<file path="src/rtl/uc_pkg.sv">
// Shared types and pin map for the uc_tx UART transmitter.
package uc_pkg;

  typedef enum logic [2:0] {
    IDLE,
    START,
    DATA,
    PARITY,
    STOP
  } tx_state_e;

  localparam int TX_VALID_BIT = 0;
  localparam int TX_LINE_BIT  = 1;
  localparam int BUSY_BIT     = 2;

  localparam logic [7:0] UIO_OE_MASK = 8'b0000_0110;

  function automatic logic even_parity(input logic [7:0] d);
    return ^d;
  endfunction

endpackage

</file>
<file path="src/rtl/tt_um_uc_tx_if.sv">
// Byte-in / serial-out link between the pin wrapper and the transmitter core.
interface tt_um_uc_tx_if;
  logic       tx_valid;
  logic [7:0] tx_data;
  logic       tx_line;
  logic       busy;
  logic [7:0] frame_cnt;

  modport master (
    output tx_valid, tx_data,
    input  tx_line, busy, frame_cnt
  );

  modport slave (
    input  tx_valid, tx_data,
    output tx_line, busy, frame_cnt
  );
endinterface

</file>
<file path="src/rtl/tt_um_uc_tx_core.sv">
// UART frame serialiser FSM; tx follows the state register, so one cycle after accept.
// Define UC_TX_PARITY_EN to add an even-parity bit between data bit 7 and stop.
module tt_um_uc_tx_core
  import uc_pkg::*;
#(
  parameter int CLKS_PER_BIT = 104
) (
  input  logic         clk,
  input  logic         rst_n,
  tt_um_uc_tx_if.slave bus
);

  tx_state_e  state_q, state_d;
  logic [7:0] shreg_q;
  logic [2:0] bit_idx_q;
  logic [7:0] frame_cnt_q;
  logic       accept;
  logic       bit_tick;
  logic       tx_line;
`ifdef UC_TX_PARITY_EN
  logic       par_q;
`endif

  uc_baud_gen #(.CLKS_PER_BIT(CLKS_PER_BIT)) u_baud (
    .clk      (clk),
    .rst_n    (rst_n),
    .restart  (state_q == IDLE),
    .bit_tick (bit_tick)
  );

  // STOP hands straight to START when tx_valid is waiting, so back-to-back
  // frames keep a full-length stop bit with no idle gap.
  always_comb begin
    state_d = state_q;
    accept  = 1'b0;
    case (state_q)
      IDLE: begin
        if (bus.tx_valid) begin
          state_d = START;
          accept  = 1'b1;
        end
      end
      START:  if (bit_tick) state_d = DATA;
      DATA: begin
        if (bit_tick && bit_idx_q == 3'd7) begin
`ifdef UC_TX_PARITY_EN
          state_d = PARITY;
`else
          state_d = STOP;
`endif
        end
      end
      PARITY: if (bit_tick) state_d = STOP;
      STOP: begin
        if (bit_tick) begin
          if (bus.tx_valid) begin
            state_d = START;
            accept  = 1'b1;
          end else begin
            state_d = IDLE;
          end
        end
      end
      default: state_d = IDLE;
    endcase
  end

  always_comb begin
    tx_line = 1'b1;
    case (state_q)
      START:  tx_line = 1'b0;
      DATA:   tx_line = shreg_q[0];
`ifdef UC_TX_PARITY_EN
      PARITY: tx_line = par_q;
`endif
      default: tx_line = 1'b1;
    endcase
  end

  always_ff @(posedge clk) begin
    if (!rst_n) begin
      state_q     <= IDLE;
      shreg_q     <= '0;
      bit_idx_q   <= '0;
      frame_cnt_q <= '0;
`ifdef UC_TX_PARITY_EN
      par_q       <= 1'b0;
`endif
    end else begin
      state_q <= state_d;
      if (accept) begin
        shreg_q   <= bus.tx_data;
        bit_idx_q <= '0;
`ifdef UC_TX_PARITY_EN
        par_q     <= even_parity(bus.tx_data);
`endif
      end else if (state_q == DATA && bit_tick) begin
        shreg_q   <= {1'b0, shreg_q[7:1]};
        bit_idx_q <= bit_idx_q + 3'd1;
      end
      if (state_q == STOP && bit_tick) begin
        frame_cnt_q <= frame_cnt_q + 8'd1;
      end
    end
  end

  assign bus.tx_line   = tx_line;
  assign bus.busy      = (state_q != IDLE);
  assign bus.frame_cnt = frame_cnt_q;

endmodule

</file>
<file path="src/rtl/uc_baud_gen.sv">
// Bit-time counter: bit_tick pulses on the last cycle of each CLKS_PER_BIT-cycle bit.
// restart holds the count at zero so the first bit after it is full length.
module uc_baud_gen #(
  parameter int CLKS_PER_BIT = 104
) (
  input  logic clk,
  input  logic rst_n,
  input  logic restart,
  output logic bit_tick
);

  localparam int CW = (CLKS_PER_BIT > 2) ? $clog2(CLKS_PER_BIT) : 1;
  localparam logic [CW-1:0] LAST = CW'(CLKS_PER_BIT - 1);

  logic [CW-1:0] cnt_q;

  assign bit_tick = (cnt_q == LAST);

  always_ff @(posedge clk) begin
    if (!rst_n) begin
      cnt_q <= '0;
    end else if (restart || bit_tick) begin
      cnt_q <= '0;
    end else begin
      cnt_q <= cnt_q + 1'b1;
    end
  end

endmodule

</file>
<file path="src/rtl/tt_um_uc_tx.sv">
// Tiny Tapeout pin wrapper for the UART transmitter; uo_out counts completed frames.
// Optional even parity is enabled by defining UC_TX_PARITY_EN.
module tt_um_uc_tx
  import uc_pkg::*;
#(
  parameter int CLKS_PER_BIT = 104
) (
  input  logic       clk,
  input  logic       rst_n,
  input  logic       ena,
  input  logic [7:0] ui_in,
  input  logic [7:0] uio_in,
  output logic [7:0] uio_out,
  output logic [7:0] uio_oe,
  output logic [7:0] uo_out
);

  tt_um_uc_tx_if link ();

  assign link.tx_valid = uio_in[TX_VALID_BIT];
  assign link.tx_data  = ui_in;

  tt_um_uc_tx_core #(.CLKS_PER_BIT(CLKS_PER_BIT)) u_core (
    .clk   (clk),
    .rst_n (rst_n),
    .bus   (link.slave)
  );

  always_comb begin
    uio_out              = '0;
    uio_out[TX_LINE_BIT] = link.tx_line;
    uio_out[BUSY_BIT]    = link.busy;
  end

  assign uio_oe = UIO_OE_MASK;
  assign uo_out = link.frame_cnt;

  // ena is power-good only; spare uio inputs have no function.
  logic unused_ok;
  assign unused_ok = &{1'b0, ena, uio_in[7:1]};

endmodule

</file>
<file path="config.mk">
export PLATFORM = sky130hd
export DESIGN_NAME = tt_um_uc_tx
export DESIGN_NICKNAME = d
export VERILOG_FILES = /design/src/rtl/uc_pkg.sv /design/src/rtl/tt_um_uc_tx_if.sv /design/src/rtl/tt_um_uc_tx_core.sv /design/src/rtl/uc_baud_gen.sv /design/src/rtl/tt_um_uc_tx.sv
export SDC_FILE = /design/constraint.sdc
export NUM_CORES = 1
export LEC_CHECK = 0
export CORE_MARGIN = 3
export CORE_UTILIZATION = 25
export DETAILED_ROUTE_END_ITERATION = 7
export PLACE_DENSITY = 0.5
export SYNTH_ARGS = -nofsm -noshare
export SYNTH_HDL_FRONTEND = slang
export SYNTH_SLANG_ARGS = --single-unit
export TNS_END_PERCENT = 100
</file>
<file path="constraint.sdc">
create_clock -name clk -period 4.7 [get_ports clk]
set_input_delay 0.94 -clock clk [delete_from_list [all_inputs] [get_ports clk]]
set_output_delay 0.94 -clock clk [all_outputs]
set_load 0.02 [all_outputs]
</file>
# [Word level (Yosys, flattened, before mapping)]
# Cells that the tools add are included.
[totals] ff_bits=29 latchBits=0 mem_bits_rw=0 rom_bits=0 inputBits=19 output_inout_bits=24 word_cells=43 memories=0
[op_classes] add_sub_neg=3 mul=0 n_div=0 order_cmp=0 n_eq_ne=11 shift=0 muxes=13 bitwise_logic=1 reduce_logical=10
[op_table] cell="2-to-1 mux 8 bit" count=2
[op_table] cell="2-to-1 mux 3 bit" count=5
[op_table] cell="case mux 3 bit (5 select lines)" count=1
[op_table] cell="adder 8 x 1 -> 8 bit (second input constant)" count=1
[op_table] cell="!= test 2 x 1 -> 1 bit (second input constant)" count=4
[op_table] cell="adder 7 x 1 -> 7 bit (second input constant)" count=1
[op_table] cell="== test 7 bit (second input constant)" count=1
[op_table] cell="== test 3 x 2 -> 1 bit (second input constant)" count=2
[op_table] cell="== test 3 bit (second input constant)" count=2
[op_table] cell="AND reduction 5 bit" count=1
[op_table] cell="case mux 1 bit (2 select lines)" count=2
[op_table] cell="OR reduction 2 bit" count=2
[op_table] cell="adder 3 x 1 -> 3 bit (second input constant)" count=1
[op_table] cell="== test 3 x 1 -> 1 bit (second input constant)" count=1
[op_table] cell="logical AND 1 bit" count=3
[op_table] cell="zero test 3 bit" count=1
[op_table] cell="2-to-1 mux 1 bit" count=3
[op_table] cell="nonzero test 3 bit" count=1
[op_table] cell="!= test 2 bit (second input constant)" count=1
[op_table] cell="nonzero test 2 bit" count=1
[op_table] cell="logical OR 1 bit" count=1
[op_table] cell="NOT 1 bit" count=1

# [Logic depth before layout (Yosys ltp)]
[depth] depth_word=4 depth_mapped=6 depth_no_buf=6

# [Modules after synthesis]
# A second synthesis with hierarchy kept.
[unflattened] hier_cells=179 area_unflattened_um2=1496.4
[modules_own_cells] mod="tt_um_uc_tx_core" instances=1 cells_each=127 area_per_inst_um2=1057.3 seq_area_each_um2=440.4
[modules_own_cells] mod="uc_baud_gen" instances=1 cells_each=34 area_per_inst_um2=311.5 seq_area_each_um2=140.1
[modules_own_cells] mod="tt_um_uc_tx" instances=1 cells_each=18 area_per_inst_um2=127.6 seq_area_each_um2=0.0

# [Worst setup path before layout]
# No wires, ideal clock.
[synth_timing] kind="register to output" startpoint="register u_core.state_q[0]" endpoint="output port uio_out[2]" arrival_time_ps=1047 t_required_ps=3760 slack_ps=2713 path_stages_with_launch=4 path_buffers=2 path_cell_list="dfxtp_1 buf_2 or3_2 buf_4"
[synth_via] elab_chain_len=1
[synth_lines] item="start: declaration" line_no="tt_um_uc_tx_core.sv:13" rtl="tx_state_e state_q, state_d;"
[synth_lines] item="start signal: assignment" line_no="tt_um_uc_tx_core.sv:90" rtl="state_q <= state_d;"
[synth_lines] item="nonzero test 3 bit" line_no="tt_um_uc_tx_core.sv:108" rtl="assign bus.busy = (state_q != IDLE);"
[synth_lines] item="end: declaration" line_no="tt_um_uc_tx.sv:13" rtl="output logic [7:0] uio_out,"
# Every way passes these cells.

# [Worst setup path in the final report]
[layout_timing] startpoint="register u_core.state_q[2]" endpoint="output port uio_out[2]"
# Same word-level chain as after synthesis.

==> results summary <==
The final number of setup-violating endpoints is 0. The number of enable-type register cells in the synthesized netlist is 0. The first-iteration detailed-routing DRC count came out at 76. The total congestion overflow after global routing came out at 0.

The number of nets at the end of the flow came out at between 200 and 250. The number of buffers created by CTS is 5. The clock net sink count came out at 29.

The floorplan die area came out at between 0.007 and 0.008 mm2. For the pin with the worst max-slew slack, the measured transition is ~0.74 ns. Counting instances in the post-synthesis netlist gives the leading cell types as 29 x dfxtp_1, 17 x buf_4, 16 x nor2_1.

The number of instances in the synthesized netlist came out at approximately 180. The hold violation count in the final report is 0. The register-to-register setup slack came out at 2.77 ns. The total non-filler cell area in the finished layout came out at about 0.0018 mm2.

For this configuration, the core starts out at a cell density of roughly a quarter. The routed length per placed instance came out at around 11 um. The overall via count from detail_route came out at between 1000 and 1500. The total I/O pin count is 43. The peak ir drop on the vdd network is approximately 0.13 mV.

The leading register cell type out of synthesis is dfxtp_1. The post-detailed-routing wire length came out at between 3000 and 4000 um. The number of design rule violations left after detail routing came out at 0. Clock tree synthesis selected as its root buffer the cell clkbuf_8. The initial antenna violation count is 0.

The number of nets with antenna violations after detailed routing is 0. For this block, wires on met1 add up to about 1600 um. The number of max-slew violations in the final report came out at 0. The number of global-route vias before repair came to approximately 1100.

The count of filler cells inserted in the layout is ~670. For this design, the CTS-stage hold fixing added 0 buffers. The post-synthesis average cell area is ~9 um2. The critical path is of the reg2out type. The most instantiated library cell after synthesis is dfxtp_1. Derived from the worst setup path, the maximum achievable clock frequency is approximately 370 MHz. The largest total area in the synthesized netlist belongs to dfxtp_1. For the final routed database, the setup TNS stands at 0 ns. Relative to the synthesized area, the layout overhead comes to 16.84%.

The first detailed-routing pass took 4 iterations. The uppermost metal layer occupied by signal nets is met4. The flow ran to the end, and the final reports show no timing, DRC or antenna violations. The count of maximum capacitance violations is 0.

Sequential elements use approximately 37% of the synthesized area. The count of instances resized after the clock tree is built is 0. The register area came out at slightly below 600 um2.

In the post-synthesis netlist, the biggest area contributors are dfxtp_1 37%, buf_4 8.1%, a32o_1 3.8%. In this run the tightest slew margin relative to its limit is 50.34%. Of all nets on the critical path, the largest fanout is 9. The final clock skew came out at about 0.009 ns. The data arrival time of the worst path came out at roughly 1.8 ns. The post-layout minimum cycle time is between 2 and 3 ns. The width of the chip is 85.57 um. The antenna diode instance count is 0. From bottom edge to top edge, the die measures about 86 um. The area of the multi-input gates is about 860 um2.

The routed length on met2 is 1293 um. The leakage power figure is 0.7014 nW. The all-layer global routing usage came out at 9.273%.

The clock edge transition at the registers on the reported setup and hold paths came out at ~0.070 ns. In this run the power density over the cells is about 270 mW/mm2. Of the available clock period, the critical path in the final layout requires 58.13%. The HPWL after detailed placement came out at 2169 um.

The total setup buffers inserted after CTS came out at 0. In the synthesized netlist the async set-or-reset flop fraction comes to 0%. The total of buffers placed on input and output ports is 20. The fraction of post-synthesis cell area in the top cell type by area is between 30% and 40%. In the detailed route, the total length drawn on met3 is 170 um.

Yosys printed 0 warnings. The required time reported for the critical path endpoint came out at roughly 3.8 ns. Setup repair after global routing left no endpoint under its margin. The path class of the tightest hold or removal check is reg2reg.

The share of final-layout standard cells stronger than drive strength 1 came out at 8.247%. The count of H-tree levels built during CTS is 2. The worst setup path is captured at an output port.

TritonCTS built the clock tree. The synthesized cell area is approximately 0.0016 mm2. The placeable core region is 0.006026 mm2. The maximum clock insertion buffer count is 2. Using the TritonRoute via totals, the vias-per-cell ratio works out to around 4.6.

The pin count of the biggest net entering global routing is 17. The global-route wire length before repair came out at about 5400 um. In this run, synthesis produced a sequential element count of 29.

The placement-stage cell area came out at roughly 0.0018 mm2. At the later pin of the worst-skew pair, clock insertion delay measures about 0.28 ns. The number of rows in the core area came out at 28. The weighted congestion at the end of routability-driven global placement is about 0.78. The startpoint kind of the worst setup timing path is a register. Synthesis instantiated between 40 and 50 different standard cells from the library.
-- per-layer routing --
layer  vias to the layer above  global-route usage, %
met5                         -                      0
met4                         0                  4.460
met3                         7                  3.939
met2                        28                  13.21
met1                       565                  12.01
li1                        632                      -
-- where the power goes --
part           leakage, nW  switching (mW)  total (mW)  internal (mW)
clock               0.0450          0.0935       0.196          0.102
sequential           0.235         0.00488       0.257          0.252
combinational        0.421          0.0293      0.0504         0.0211
total                0.701           0.128       0.503          0.375
-- cell type report --
class / instances / share of cell area (%)
multi-input cells: 128 / 46.41
flip-flops and latches: 29 / 31.39
repair buffers: 20 / 10.83
well taps: 75 / 5.074
clock buffers: 6 / 3.924
inverters: 9 / 1.827
clock inverters: 2 / 0.5413
-- placed cells by master, fill, tap and decap left out, drive strengths merged, types with 7 or more instances in the layout --
master and count:
a211oi 7, clkdlybuf4s50 20, conb 14, dfxtp 29, inv 8, nand2 10
nand3 9, nor2 16, o21a 7, o21ai 8
-- registers in the layout, summed over array words and instances (netlist names) --
register	count
u_core.bit_idx_q	3
u_core.bus.frame_cnt	8
u_core.shreg_q	8
u_core.state_q	3
u_core.u_baud.cnt_q	7
-- critical path: stages (launching register included) --
cell             delay, ns
dfxtp_1               0.40
or3_2                 0.54
clkdlybuf4s50_1       0.57
-- per-stage QoR --
step	util, %	total power, mW	hold slack, ns	setup WS, ns	cells
global placement	29.32	0.3125	0.4465	1.827	261
global route	30.69	0.5304	0.5113	1.886	269
floorplan	-	0.3065	0.4302	2.713	188
CTS	30.69	0.5132	0.4637	1.960	269
detailed placement	29.32	0.3127	0.4501	1.844	261
finish	30.69	0.5029	0.4593	1.968	269
-- final timing paths --
kind	from	end	depth (start not counted)
worst min register to register	u_core.u_baud.cnt_q[0]	u_core.u_baud.cnt_q[0]	1
worst max register to register	u_core.u_baud.cnt_q[0]	u_core.state_q[0]	5
worst min-delay path	u_core.u_baud.cnt_q[0]	u_core.u_baud.cnt_q[0]	1
worst max-delay path	u_core.state_q[2]	uio_out[2]	2
-- logic make-up (layout without fill, tap and decap cells) --
family,Yosys count,after routing,synth area share [%]
AO/OA/AOI/OAI,39,39,18.50
XOR/XNOR,9,9,4.980
adder cells (fa/ha/maj),4,4,3.162
buffers and inverters,31,37,11.94
flip-flops,29,29,36.68
multiplexers,5,5,3.162
other,2,14,0.4745
AND/OR/NAND/NOR,57,57,21.11
(Power assumes the default switching activity.)
==> RTL change 1 (same settings) <==
Add a define of `UC_TX_PARITY_EN`.
--- a/src/rtl/tt_um_uc_tx_core.sv
+++ b/src/rtl/tt_um_uc_tx_core.sv
@@ -1,5 +1,7 @@
 // UART frame serialiser FSM; tx follows the state register, so one cycle after accept.
 // Define UC_TX_PARITY_EN to add an even-parity bit between data bit 7 and stop.
+`define UC_TX_PARITY_EN
+
 module tt_um_uc_tx_core
   import uc_pkg::*;
 #(
Formal check against the unedited RTL: no difference found for any inputs over 10 cycles, from zero or initial values and one cycle with rst_n low; that may be too few to reach the edited logic, so the function may still have changed.
==> RTL change 1 against the original RTL <==
Clock power increased by 11%; worst hold slack improved by 0.0020 ns; clock skew decreased by 0.0011 ns; total power increased by 8.0%; cell area increased by 2.8%; routed wire length increased by 6.6%; count of clock-buffer cells in the layout increased by 1; worst setup slack got worse by 0.058 ns; global-route usage decreased by 0.23 points; combinational power increased by 19%; synthesized area increased by 4.7%; first-iteration DRC count decreased by 43%; sequential cell count increased by 1; highest routed layer unchanged.
==> RTL change 1: results <==
route:
  vias_per_cell: 4.72
  drtIter0Drc: 43
  drt-pass1-iter-count: 4
  vias: 1302
  routed_wl_um: 3290
cts:
  cts_buffers: 5
  post_cts_resized: 0
  path_clk_slew_ns: 0.07
  clk_root_buffer_cell: "clkbuf_8"
  clock_path_buffers: 2
  clkLatencyLatePin_ns: 0.28
finish:
  insertedDiodeCount: 0
  drive_gt1_frac: 0.0754
  fin_nets: 221
  num-fill-cells: 677
pwr:
  leakagePower_nw: 0.739
  powerComb_mw: 0.0600
  ir_drop_mv: 0.116
  seq_power_share: 0.490
  p_sw_mw: 0.138
  totalPowerFinal_mw: 0.543
hold_path:
  min_from: "u_core.u_baud.cnt_q[0]"
  hold_path.class: "register to register"
  hold-path-cell-count: 1
global_routing:
  grt_pass1_wl_um: 5450
  grtUsageMet1: 0.127
  grt_util_met3: 0.0341
  grt_pass1_vias: 1164
  grt_max_degree: 20
  met2_usage: 0.128
  grt_use_total: 0.0905
synthesis:
  yosysWarnings: 0
  yosysSeqAreaShare: 0.362
  synth_cell_types: 42
  syn_avg_cell_area_sq_um: 9.01
  synth_area_leaders: "dfxtp_1 36%, buf_4 7.7%, xor2_1 5.3%, xnor2_1 4.2%, a21oi_1 3.9%"
  synth_commonest_cells: "30 x dfxtp_1, 17 x buf_4, 13 x a21oi_1"
  ys_async_sr_fraction: 0
setup_path:
  cpPeakStageDelay_ns: 0.56
  slowest_stage: "dfxtp_1"
  endpoint_kind: "output port"
  path_max_fanout: 10
  worstRegToRegCells: 5
  reg2reg_from: "u_core.u_baud.cnt_q[0]"
  worstSetupStartpoint: "u_core.state_q[1]"
  r2r_end: "u_core.shreg_q[0]"
  cp_data_arrival_time_ns: 1.85
  cp-endpoint: "uio_out[1]"
  rrSetupSlack_ns: 2.71
placement:
  gp_congestion: 0.705
  port_buffers: 20
  hpwlAfterDp_um: 2280
  dpl.cell_count: 268
  dpl_cell_area_sq_um: 1810
sta:
  finClkSkew_ns: 0.00768
  worst_pin_slew_ns: 0.538
run_status:
  status: "complete, no violations"
floorplanning:
  initial_core_util: 0.260
-- RTL change 1: changes by cell type in the layout (fill, tap and decap cells not counted), moves of 6 or more --
cell / delta
a2bb2oi_1: +6
a21oi_1: +10
a32o_1: -6
o21a_1: -6
a211oi_1: -7
-- RTL change 1: layout make-up --
cell class	count	area [sq um]	area share
clock buffers	7	86.3	0.0454
clock inverters	1	5.00	0.00263
inverters	3	11.3	0.00592
multi-input cells	138	901	0.474
flip-flops and latches	30	601	0.316
well taps	77	96.3	0.0507
repair buffers	20	200	0.105
-- RTL change 1: metrics by stage --
| stage | setup slack, ns | hold WS [ns] |
|---|---|---|
| finish | 1.91 | 0.461 |
| global route | 1.81 | 0.495 |
| CTS | 1.87 | 0.465 |
| detailed placement | 2.04 | 0.451 |
| global placement | 2.04 | 0.442 |
| floorplan | 2.79 | 0.430 |
-- RTL change 1: critical path: cells and delay by family (launching register included) --
kind	cells	cell delay, ns
flip-flops	1	0.56
AO/OA/AOI/OAI	2	0.46
buffers and inverters	1	0.55
-- RTL change 1: metal layers --
metal | vias up | part of all wire | wire (um)
met1 | 615 | 0.51 | 1690
li1 | 649 | - | -
met2 | 33 | 0.42 | 1380
met4 | 0 | 0.0082 | 27
met5 | - | 0 | 0
met3 | 5 | 0.059 | 193
-- RTL change 1: cell families (layout without fill, tap and decap cells) --
| kind of cell | after synthesis | after routing | synth area share |
|---|---|---|---|
| other cells | 2 | 14 | 0.00453 |
| buf+inv | 28 | 31 | 0.122 |
| compound gates | 38 | 38 | 0.164 |
| simple gates | 63 | 63 | 0.217 |
| flops | 30 | 30 | 0.362 |
| xor+xnor | 18 | 18 | 0.0951 |
| mux | 1 | 1 | 0.00604 |
| fa+ha+maj | 4 | 4 | 0.0302 |
==> RTL change 2 (same flow settings) <==
Made on the original files. Add an input register stage for `ena`, `ui_in` and `uio_in`, without a reset; this delays them by one clock.
--- a/src/rtl/tt_um_uc_tx.sv
+++ b/src/rtl/tt_um_uc_tx.sv
@@ -15,10 +15,20 @@
   output logic [7:0] uo_out
 );
 
+  logic ena_q;
+  logic [7:0] ui_q;
+  logic [7:0] uio_q;
+
+  always_ff @(posedge clk) begin
+    ena_q <= ena;
+    ui_q  <= ui_in;
+    uio_q <= uio_in;
+  end
+
   tt_um_uc_tx_if link ();
 
-  assign link.tx_valid = uio_in[TX_VALID_BIT];
-  assign link.tx_data  = ui_in;
+  assign link.tx_valid = uio_q[TX_VALID_BIT];
+  assign link.tx_data  = ui_q;
 
   tt_um_uc_tx_core #(.CLKS_PER_BIT(CLKS_PER_BIT)) u_core (
     .clk   (clk),
@@ -37,7 +47,7 @@
 
   // ena is power-good only; spare uio inputs have no function.
   logic unused_ok;
-  assign unused_ok = &{1'b0, ena, uio_in[7:1]};
+  assign unused_ok = &{1'b0, ena_q, uio_q[7:1]};
 
 endmodule
 
Formal check against the unedited RTL: not equivalent (a bounded check fails within 4 cycles, from zero or initial values and one cycle with rst_n low).
==> RTL change 2 against the original RTL <==
Synthesized area increased by 7.0%; register-to-register slack gained 0.02 ns; worst setup slack better by 0.052 ns; die area is 6.5% higher; via count fell by 0.73%; cell area is 5.5% higher; cell count fell by 1.1%; fmax up 1.9%; routed wire length shrank 1.2%; combinational power down 6.3%; sequential cell count rose by 9; global-route usage is 0.54 points lower; critical path type unchanged; total power is 17% higher; highest routed layer unchanged.
==> RTL change 2: results <==
global_routing:
  grt_pass1_vias: 1155
  grt_max_degree: 13
  grt_pass1_wl_um: 5290
placement:
  hpwlAfterDp_um: 2120
  dp_slack_ns: 2.31
route:
  routed_wl_um: 3050
  wire_per_inst_um: 11.5
  drtIter0Drc: 62
  wl_met2_um: 1370
  met1Wirelength_um: 1420
  dr_wl_met3_um: 238
sta:
  whs_ns: 0.462
setup_path:
  path_max_fanout: 8
  cp_data_arrival_time_ns: 1.74
  cpPeakStageDelay_ns: 0.64
  rrSetupSlack_ns: 2.79
  worstRegToRegCells: 6
  r2r_end: "u_core.bit_idx_q[1]"
synthesis:
  synth-compound-area-share: 0.157
  synth_area_leaders: "dfxtp_1 45%, buf_4 7.5%, xor2_1 4.1%, nor2_1 3.3%, a32o_1 3.0%"
  synth_xor_area_frac: 0.0517
  synthMuxAreaShare: 0.0236
  yosysSeqAreaShare: 0.449
  synth-adder-area-share: 0.0295
finish:
  fin_nets: 212
  drive_gt1_frac: 0.0688
run_status:
  status: "complete, no violations"
pwr:
  leakagePower_nw: 0.807
RTL change 2: worst max-delay path by stage:
| stage | to | depth (start not counted) | slack [ns] | start |
|---|---|---|---|---|
| after floorplan | uio_out[2] | 2 | 2.83 | u_core.state_q[0] |
| after global placement | u_core.state_q[1] | 3 | 2.31 | rst_n |
| after detailed placement | u_core.state_q[0] | 3 | 2.31 | rst_n |
| after CTS | uio_out[1] | 3 | 2.03 | u_core.state_q[1] |
| after global routing | uio_out[1] | 3 | 1.93 | u_core.state_q[1] |
| final | uio_out[1] | 3 | 2.02 | u_core.state_q[1] |
RTL change 2: cells by family after synthesis:
group	count (synthesis)
adders and majority gates	4
other	2
DFF	38
buffers and inverters	26
AOI/OAI and AO/OA	36
muxes	4
xor gates and xnor gates	10
and+or+nand+nor	53
RTL change 2: report_power, final:
part / switching [mW] / internal, mW
logic: 0.0275 / 0.0197
clock network: 0.106 / 0.0994
registers: 0.00607 / 0.332
total: 0.140 / 0.451
RTL change 2: critical path: cells and delay by family, from the launching register on:
kind | cells | cell delay [ns]
AOI/OAI and AO/OA | 1 | 0.22
DFF | 1 | 0.49
and+or+nand+nor | 1 | 0.10
buffers and inverters | 1 | 0.64
RTL change 2: metal layers:
| metal | track usage | vias to the layer above |
|---|---|---|
| met2 | 0.137 | 41 |
| met4 | 0.0288 | 0 |
| met5 | 0 | - |
| li1 | - | 615 |
| met3 | 0.0326 | 2 |
| met1 | 0.111 | 565 |
RTL change 2: per-stage QoR:
| stage | power [mW] | area (sq um) |
|---|---|---|
| 2_1_floorplan | 0.387 | 1740 |
| 3_3_place_gp | 0.393 | 1870 |
| 3_5_place_dp | 0.393 | 1870 |
| 4_1_cts | 0.602 | 1950 |
| 5_1_grt | 0.623 | 1950 |
| 6_report | 0.591 | 1950 |
RTL change 2: cell type report:
class	instances	area (sq um)
Clock buffer	5	68.8
Fill cell	712	4510
Timing Repair Buffer	21	208
Multi-Input combinational cell	121	800
Inverter	2	7.51
Tap cell	77	96.3
Sequential cell	38	761
Clock inverter	2	10.0
